$ cat src/rtl/inv_share_arbiter.sv
`default_nettype none
// ============================================================================
// Module   : inv_share_arbiter
// Purpose  : Round-robin arbiter and sequencer that shares one W-bit inverter
//            datapath among NREQ requesters. It grants one requester, holds
//            its operand on the inverter input for SETTLE cycles, samples the
//            inverter output and returns it tagged with the requester ID.
// Options  : INV_ARB_CHECK_EN - when defined, compares each sampled inverter
//            output with ~inv_in (4-state) and drives chk_err / err_cnt.
//            When undefined, chk_err and err_cnt are tied to zero.
// Revision : 1.0 - initial release
// ============================================================================
module inv_share_arbiter #(
   parameter int NREQ   = 4,
   parameter int W      = 4,
   parameter int SETTLE = 2
) (
   input  logic                    clk,
   input  logic                    rst,
   input  logic [NREQ-1:0]         req,
   input  logic [NREQ*W-1:0]       req_data,
   output logic [NREQ-1:0]         gnt,
   output logic [W-1:0]            inv_in,
   input  logic [W-1:0]            inv_out,
   output logic                    rsp_valid,
   output logic [$clog2(NREQ)-1:0] rsp_id,
   output logic [W-1:0]            rsp_data,
   output logic                    busy,
   output logic                    chk_err,
   output logic [7:0]              err_cnt
);

   localparam int IDW = $clog2(NREQ);
   localparam int CW  = (SETTLE > 1) ? $clog2(SETTLE) : 1;

   typedef enum logic [1:0] {
      S_IDLE   = 2'd0,
      S_SETTLE = 2'd1,
      S_RESP   = 2'd2
   } state_t;

   state_t          state_q, state_d;
   logic [IDW-1:0]  rr_ptr_q, rr_ptr_d;
   logic [IDW-1:0]  cur_id_q, cur_id_d;
   logic [CW-1:0]   cnt_q, cnt_d;
   logic [NREQ-1:0] gnt_q, gnt_d;
   logic [W-1:0]    inv_in_q, inv_in_d;
   logic            rsp_valid_q, rsp_valid_d;
   logic [IDW-1:0]  rsp_id_q, rsp_id_d;
   logic [W-1:0]    rsp_data_q, rsp_data_d;
   logic            busy_q, busy_d;

   logic            found;
   logic [IDW-1:0]  sel;
   logic [IDW:0]    idx;

   // Round-robin pick: first asserted request at or after rr_ptr, wrapping.
   always_comb begin
      found = 1'b0;
      sel   = '0;
      idx   = '0;
      for (int k = 0; k < NREQ; k++) begin
         idx = {1'b0, rr_ptr_q} + (IDW+1)'(k);
         if (idx >= (IDW+1)'(NREQ)) begin
            idx = idx - (IDW+1)'(NREQ);
         end
         if (!found && req[idx[IDW-1:0]]) begin
            found = 1'b1;
            sel   = idx[IDW-1:0];
         end
      end
   end

   // Next-state and registered-output computation for the transaction FSM.
   always_comb begin
      state_d     = state_q;
      rr_ptr_d    = rr_ptr_q;
      cur_id_d    = cur_id_q;
      cnt_d       = cnt_q;
      gnt_d       = '0;
      inv_in_d    = inv_in_q;
      rsp_valid_d = 1'b0;
      rsp_id_d    = rsp_id_q;
      rsp_data_d  = rsp_data_q;
      case (state_q)
         S_IDLE: begin
            if (found) begin
               gnt_d    = NREQ'(1) << sel;
               inv_in_d = req_data[sel*W +: W];
               cur_id_d = sel;
               cnt_d    = CW'(SETTLE - 1);
               state_d  = S_SETTLE;
            end
         end
         S_SETTLE: begin
            if (cnt_q == '0) begin
               rsp_data_d  = inv_out;
               rsp_id_d    = cur_id_q;
               rsp_valid_d = 1'b1;
               state_d     = S_RESP;
            end else begin
               cnt_d = cnt_q - CW'(1);
            end
         end
         S_RESP: begin
            // Rotate priority so the just-served requester goes last.
            rr_ptr_d = (cur_id_q == IDW'(NREQ - 1)) ? '0 : cur_id_q + IDW'(1);
            state_d  = S_IDLE;
         end
         default: begin
            state_d = S_IDLE;
         end
      endcase
      busy_d = (state_d != S_IDLE);
   end

   // State and output registers; reset discards any in-flight transaction.
   always_ff @(posedge clk or posedge rst) begin
      if (rst) begin
         state_q     <= S_IDLE;
         rr_ptr_q    <= '0;
         cur_id_q    <= '0;
         cnt_q       <= '0;
         gnt_q       <= '0;
         inv_in_q    <= '0;
         rsp_valid_q <= 1'b0;
         rsp_id_q    <= '0;
         rsp_data_q  <= '0;
         busy_q      <= 1'b0;
      end else begin
         state_q     <= state_d;
         rr_ptr_q    <= rr_ptr_d;
         cur_id_q    <= cur_id_d;
         cnt_q       <= cnt_d;
         gnt_q       <= gnt_d;
         inv_in_q    <= inv_in_d;
         rsp_valid_q <= rsp_valid_d;
         rsp_id_q    <= rsp_id_d;
         rsp_data_q  <= rsp_data_d;
         busy_q      <= busy_d;
      end
   end

   assign gnt       = gnt_q;
   assign inv_in    = inv_in_q;
   assign rsp_valid = rsp_valid_q;
   assign rsp_id    = rsp_id_q;
   assign rsp_data  = rsp_data_q;
   assign busy      = busy_q;

`ifdef INV_ARB_CHECK_EN
   logic       chk_fire;
   logic       mismatch;
   logic       chk_err_q, chk_err_d;
   logic [7:0] err_cnt_q, err_cnt_d;

   // Case inequality so that X or Z on the inverter output is a mismatch.
   always_comb begin
      chk_fire  = (state_q == S_SETTLE) && (cnt_q == '0);
      mismatch  = (inv_out !== ~inv_in_q);
      chk_err_d = chk_fire && mismatch;
      err_cnt_d = err_cnt_q;
      if (chk_err_d && (err_cnt_q != 8'hFF)) begin
         err_cnt_d = err_cnt_q + 8'd1;
      end
   end

   // Check-result registers, aligned with rsp_valid.
   always_ff @(posedge clk or posedge rst) begin
      if (rst) begin
         chk_err_q <= 1'b0;
         err_cnt_q <= 8'd0;
      end else begin
         chk_err_q <= chk_err_d;
         err_cnt_q <= err_cnt_d;
      end
   end

   assign chk_err = chk_err_q;
   assign err_cnt = err_cnt_q;
`else
   assign chk_err = 1'b0;
   assign err_cnt = 8'd0;
`endif

endmodule
`default_nettype wire

$ cat config.mk
export PLATFORM = sky130hd
export DESIGN_NAME = inv_share_arbiter
export DESIGN_NICKNAME = d
export VERILOG_FILES = /design/src/rtl/inv_share_arbiter.sv
export SDC_FILE = /design/constraint.sdc
export NUM_CORES = 1
export LEC_CHECK = 0
export CAP_MARGIN = 20
export CORE_MARGIN = 3
export CORE_UTILIZATION = 30
export DETAILED_ROUTE_END_ITERATION = 16
export PLACE_DENSITY_LB_ADDON = 0.25
export SYNTH_ARGS = -nofsm -noshare
export SYNTH_HDL_FRONTEND = slang
export SYNTH_SLANG_ARGS = --single-unit
$ cat constraint.sdc
create_clock -name clk -period 4.1 [get_ports clk]
set_input_delay 0.82 -clock clk [delete_from_list [all_inputs] [get_ports clk]]
set_output_delay 0.82 -clock clk [all_outputs]
set_load 0.02 [all_outputs]
# Word level (Yosys, flattened, before mapping)
# Index checks and enable logic that the tools add are counted.
# op_classes
n_addsub	9
magnitude_cmp	8
eq_ne	4
n_shift	2
mux	31
bitwise_logic	1
reduce_logical	12
# op_table
operator	count
2-bit 2-to-1 mux	11
16-bit by 5-bit indexed part select with 4-bit output	1
2-bit by 3-bit less-than comparator with 1-bit output (second input constant)	4
1-bit 2-to-1 mux	12
3-bit >= comparator (second input constant)	3
1-bit binary-select mux with 2-bit select	4
4-bit 2-to-1 mux	2
2-bit by 1-bit subtractor with 2-bit output (second input constant)	4
2-bit by 2-bit adder with 3-bit output (second input constant)	2
2-bit AND reduction	3
2-bit == test (second input constant)	2
2-bit case mux with 2 select lines	1
2-bit nonzero test	2
1-bit by 2-bit left shift with 4-bit output (first input constant)	1
2-bit by 1-bit adder with 3-bit output (second input constant)	1
2-bit by 3-bit >= comparator with 1-bit output (second input constant)	1
1-bit logical AND	3
1-bit zero test	3
2-bit by 1-bit adder with 2-bit output (second input constant)	1
2-bit by 1-bit == test with 1-bit output (second input constant)	1
2-bit zero test	1
2-bit != test (second input constant)	1
1-bit case mux with 2 select lines	1
1-bit inverter	1
1-bit subtractor (second input constant)	1
# word_totals
reg_bits	23
out_inout_bits	25

# Depth between registers and ports, before layout
# depth
depth_word	17
ltp_mapped	5
mapped_depth_nobuf	5

# Worst setup path before layout
# OpenSTA, ideal clock, no wires.
# synth_path
path_type	in2reg
startpoint	in req[0]
endpoint	reg inv_in_q[2], in the netlist inv_in[2]
arrival_ns	2.016
t_required_ns	3.977
setup_slack_ns	1.961
stages	5
cell_sequence	nor2b_2 -> a2111oi_4 -> nor2_4 -> mux2_4 -> o221a_1
# synth_between
elab_chain_len	13
# synth_rtl
element	line	source
start: declaration	20	input logic [NREQ-1:0] req,
1-bit binary-select mux with 2-bit select	67	if (!found && req[idx[IDW-1:0]]) begin
1-bit 2-to-1 mux (not written as such)	67	
1-bit 2-to-1 mux	67	
1-bit zero test	67	
1-bit logical AND	67	
1-bit 2-to-1 mux	67	
1-bit zero test	67	
1-bit logical AND	67	
1-bit 2-to-1 mux	67	
1-bit zero test	67	
1-bit logical AND	67	
2-bit 2-to-1 mux or 1-bit 2-to-1 mux (tied branches)	67	
16-bit by 5-bit indexed part select with 4-bit output or 2-bit AND reduction (tied branches)	-	
end signal: assignment	136	inv_in_q <= inv_in_d;
end: declaration	47	logic [W-1:0] inv_in_q, inv_in_d;
# Parallel ways exist; a longest one is shown, timed or not. The select of a mux whose other input is x is not followed.
# A chain may end at the register's enable or synchronous reset.

# Final worst setup path
# layout_path
startpoint	in req[1]
endpoint	reg inv_in_q[2], in the netlist inv_in[2]
# The elaborated chain is that of the path after synthesis.

==> results by group <==
Synthesis
  • Seq cells post-synth: 23
  • Post-synthesis cell count: 99
  • Post-synthesis sequential area ratio: 49.36%
  • Syn_area_per_cell: 11.78 um^2
  • Post-Syn Area: 0.001166 mm^2
  • Synth cell types: 33
  • YS warnings: 0

Clocking
  • Post-CTS Setup Inserts: 0
  • H-tree depth: 1
  • Clock buffer depth: 2
  • Clock latency on the worst-skew pair: 0.26 ns
  • Post-CTS sizing: 0
  • CTS root buf: clkbuf_8
  • CTS Buf Count: 3
  • CTS tree: yes
  • CTS sink count: 23
  • Cts hold-fix bufs: 0
  • Clk slew on worst S/H paths: 0.08 ns

Timing
  • Final setup violation count: 0
  • Worst Tran Pin Value: 0.8561 ns
  • Worst slew margin: 42.86%
  • Hold_ws: 0.4983 ns
  • Final Hold Violating Endpoints: 0
  • Total negative slack: 0 ns
  • Fmax: 390.8 MHz
  • Post-route minimum period: 2.559 ns
  • Clk_skew: 0.004436 ns
  • Slew Limit Fails: 0
  • RSZ-0062 raised after global routing: false
  • Fin crit share: 62.41%

Detailed routing
  • Antenna Violating Nets Remaining: 0
  • Final wirelength: 2397 um
  • Drt initial violations: 37
  • Routed WL per cell: 12.62 um
  • Via density per instance: 4.579
  • 1st-pass router iterations: 4
  • DR vias: 870
  • DRC violations left: 0

Outcome
  • Result of the run: finished, final reports clean

Setup path
  • R2R Path Start: rr_ptr_q[0]
  • Sum of buffers and inverters on the critical path: 1
  • CP required: 4.25 ns
  • Top delay family on crit path: compound AO/OA/AOI/OAI gates
  • Crit Path Category: in -> reg
  • CP Launch Type: input port
  • Reg2Reg Depth: 5
  • FF-to-FF End: inv_in[2]
  • Largest stage delay, worst path: 0.56 ns
  • CP Capture Type: flop
  • Reg-to-reg slack, setup: 2.34 ns
  • Worst path slowest cell: clkdlybuf4s50_1
  • WP data arrival: 2.71 ns
  • CP cell instances: clkdlybuf4s50_1 -> nor2_1 -> a2111oi_4 -> nor2_4 -> mux2_4 -> o221a_1
  • Worst Path Max Fanout: 7

Global routing
  • Vias in the first global route: 839
  • Total track usage: 10.94%
  • Largest net degree at the start of global routing: 24
  • Global route overflow: 0
  • First-pass GRT wire length: 3760 um
  • Initial antenna violation count: 0

Place
  • Final Wtd Congestion: 0.7286
  • I/O Buffers: 41
  • DP HPWL: 1894 um

Hold path
  • Worst Hold Depth: 2
  • Hold_sp: inv_in[0]
  • Hold-critical path endpoint: inv_in[0]
  • HP Class: reg -> reg

Floorplan
  • Rows: 22
  • Die ar.: 0.004671 mm^2
  • Io pins: 51
  • Placeable Area: 0.003716 mm^2
  • Die height: 68.35 um
  • Initial Util: 31.38%
  • Die X: 68.35 um

Final layout
  • Nets: 170
  • Diodes inserted: 0
  • Layout area overhead: 40.02%
  • Layout cell share with drive strength beyond 1: 13.38%

Run
  • Max-cap violations: 0

Power
  • Pwr dens: 677.8 mW/mm^2
  • Leakage: 0.0007047 uW
  • Max VDD drop: 344.8 uV
==> cell usage in the layout, fill, tap and decap left out <==
cell             synthesis  final
nand2_1                 11     11
o211ai_1                 1      1
mux2i_1                  6      6
dfrtp_1                 23     23
a21boi_0                 1      1
clkdlybuf4s50_1          0     41
nor2b_2                  2      2
inv_1                    3      3
mux2_2                   7      7
o21ai_0                  4      4
nor4b_4                  1      1
o21bai_1                 1      1
o22a_1                   1      1
a2111oi_4                1      1
o221a_1                  1      1
nor2_1                   3      3
a211o_2                  1      1
nor2b_1                  2      2
conb_1                   1      9
ha_1                     1      1
nor3_2                   1      1
a21oi_1                  2      2
clkbuf_8                 0      3
o221ai_1                 3      3
a21o_2                   1      1
nor2_4                   1      1
mux2_4                   1      1
nor4_1                   1      1
clkbuf_1                 0      1
nor3_1                   4      4
nor3b_1                  1      1
o21a_1                   1      1
or3b_1                   1      1
o31ai_1                  1      1
==> kinds of logic after synthesis <==
group | after synthesis | synth area share (%)
buf+inv | 13 | 7.725
mux | 14 | 13.20
compound gates | 19 | 13.74
fa+ha+maj | 1 | 1.073
other cells | 1 | 0.3216
simple gates | 28 | 14.59
flops | 23 | 49.36
==> per-stage QoR <==
stage          setup slack (ns)  std cells  total power, uW  utilization [%]  area (um^2)
2_1_floorplan             1.961        107            766.9                -         1196
3_3_place_gp              1.277        186            971.6            42.73         1588
3_5_place_dp              1.268        186            982.0            42.73         1588
4_1_cts                   1.536        190             1123            43.94         1633
5_1_grt                   1.431        190             1192            43.94         1633
6_report                  1.541        190             1107            43.94         1633
==> state kept, by name (all words and copies together) (netlist names) <==
signal,count
rsp_id,2
busy,1
cur_id_q,2
rr_ptr_q,2
rsp_data,4
inv_in,4
cnt_q,1
gnt,4
rsp_valid,1
state_q,2
==> worst min-delay path, cell delays in order, from the launching register on <==
cell and delay [ns]:
dfrtp_1 0.35, nand2_1 0.05, o221ai_1 0.07
==> where the power goes <==
part           switching, uW  internal [uW]  leakage [uW]
clock                   69.0           69.2     0.0000228
combinational            278            286      0.000400
sequential              73.7            330      0.000282
==> cell usage after synthesis (all sizes together) <==
cell      n  share of area [%]
a2111oi   1                2.4
a211o     1               0.86
a21boi    1               0.64
a21o      1               0.75
a21oi     2               0.86
buf      10                6.8
conb      1               0.32
dfrtp    23                 49
ha        1                1.1
inv       3               0.97
mux2      8                8.0
mux2i     6                5.2
nand2    11                3.5
nor2      4                1.9
nor2b     4                2.6
nor3      5                2.6
nor3b     1               0.64
nor4      1               0.54
nor4b     1                2.0
o211ai    1               0.64
o21a      1               0.64
o21ai     4                1.7
o21bai    1               0.64
o221a     1               0.97
o221ai    3                2.3
o22a      1               0.75
o31ai     1               0.64
or3b      1               0.75
==> layer usage <==
layer / GRT usage (%) / vias up / routed length (um)
met5: 0 / - / 0
met4: 2.233 / 0 / 23
met3: 4.433 / 2 / 194
met2: 16.73 / 30 / 1154
met1: 14.52 / 411 / 1025
li1: - / 427 / -
==> how the worst max path moves through the flow <==
stage | start | endpoint | cells past startpoint
finish | req[1] | inv_in[2] | 6
global route | req[2] | inv_in[2] | 6
CTS | req[1] | inv_in[2] | 6
detailed placement | req[1] | inv_in[2] | 6
global placement | req[3] | inv_in[2] | 6
floorplan | req[0] | inv_in[2] | 5
==> final cells by class <==
| cell class | count | area (um^2) |
|---|---|---|
| Fill cell | 374 | 2083 |
| Clock buffer | 4 | 45.04 |
| Tap cell | 48 | 60.06 |
| Multi-Input combinational cell | 71 | 530.5 |
| Inverter | 3 | 11.26 |
| Timing Repair Buffer | 41 | 410.4 |
| Sequential cell | 23 | 575.6 |
Power figures use the tool's default switching activity.
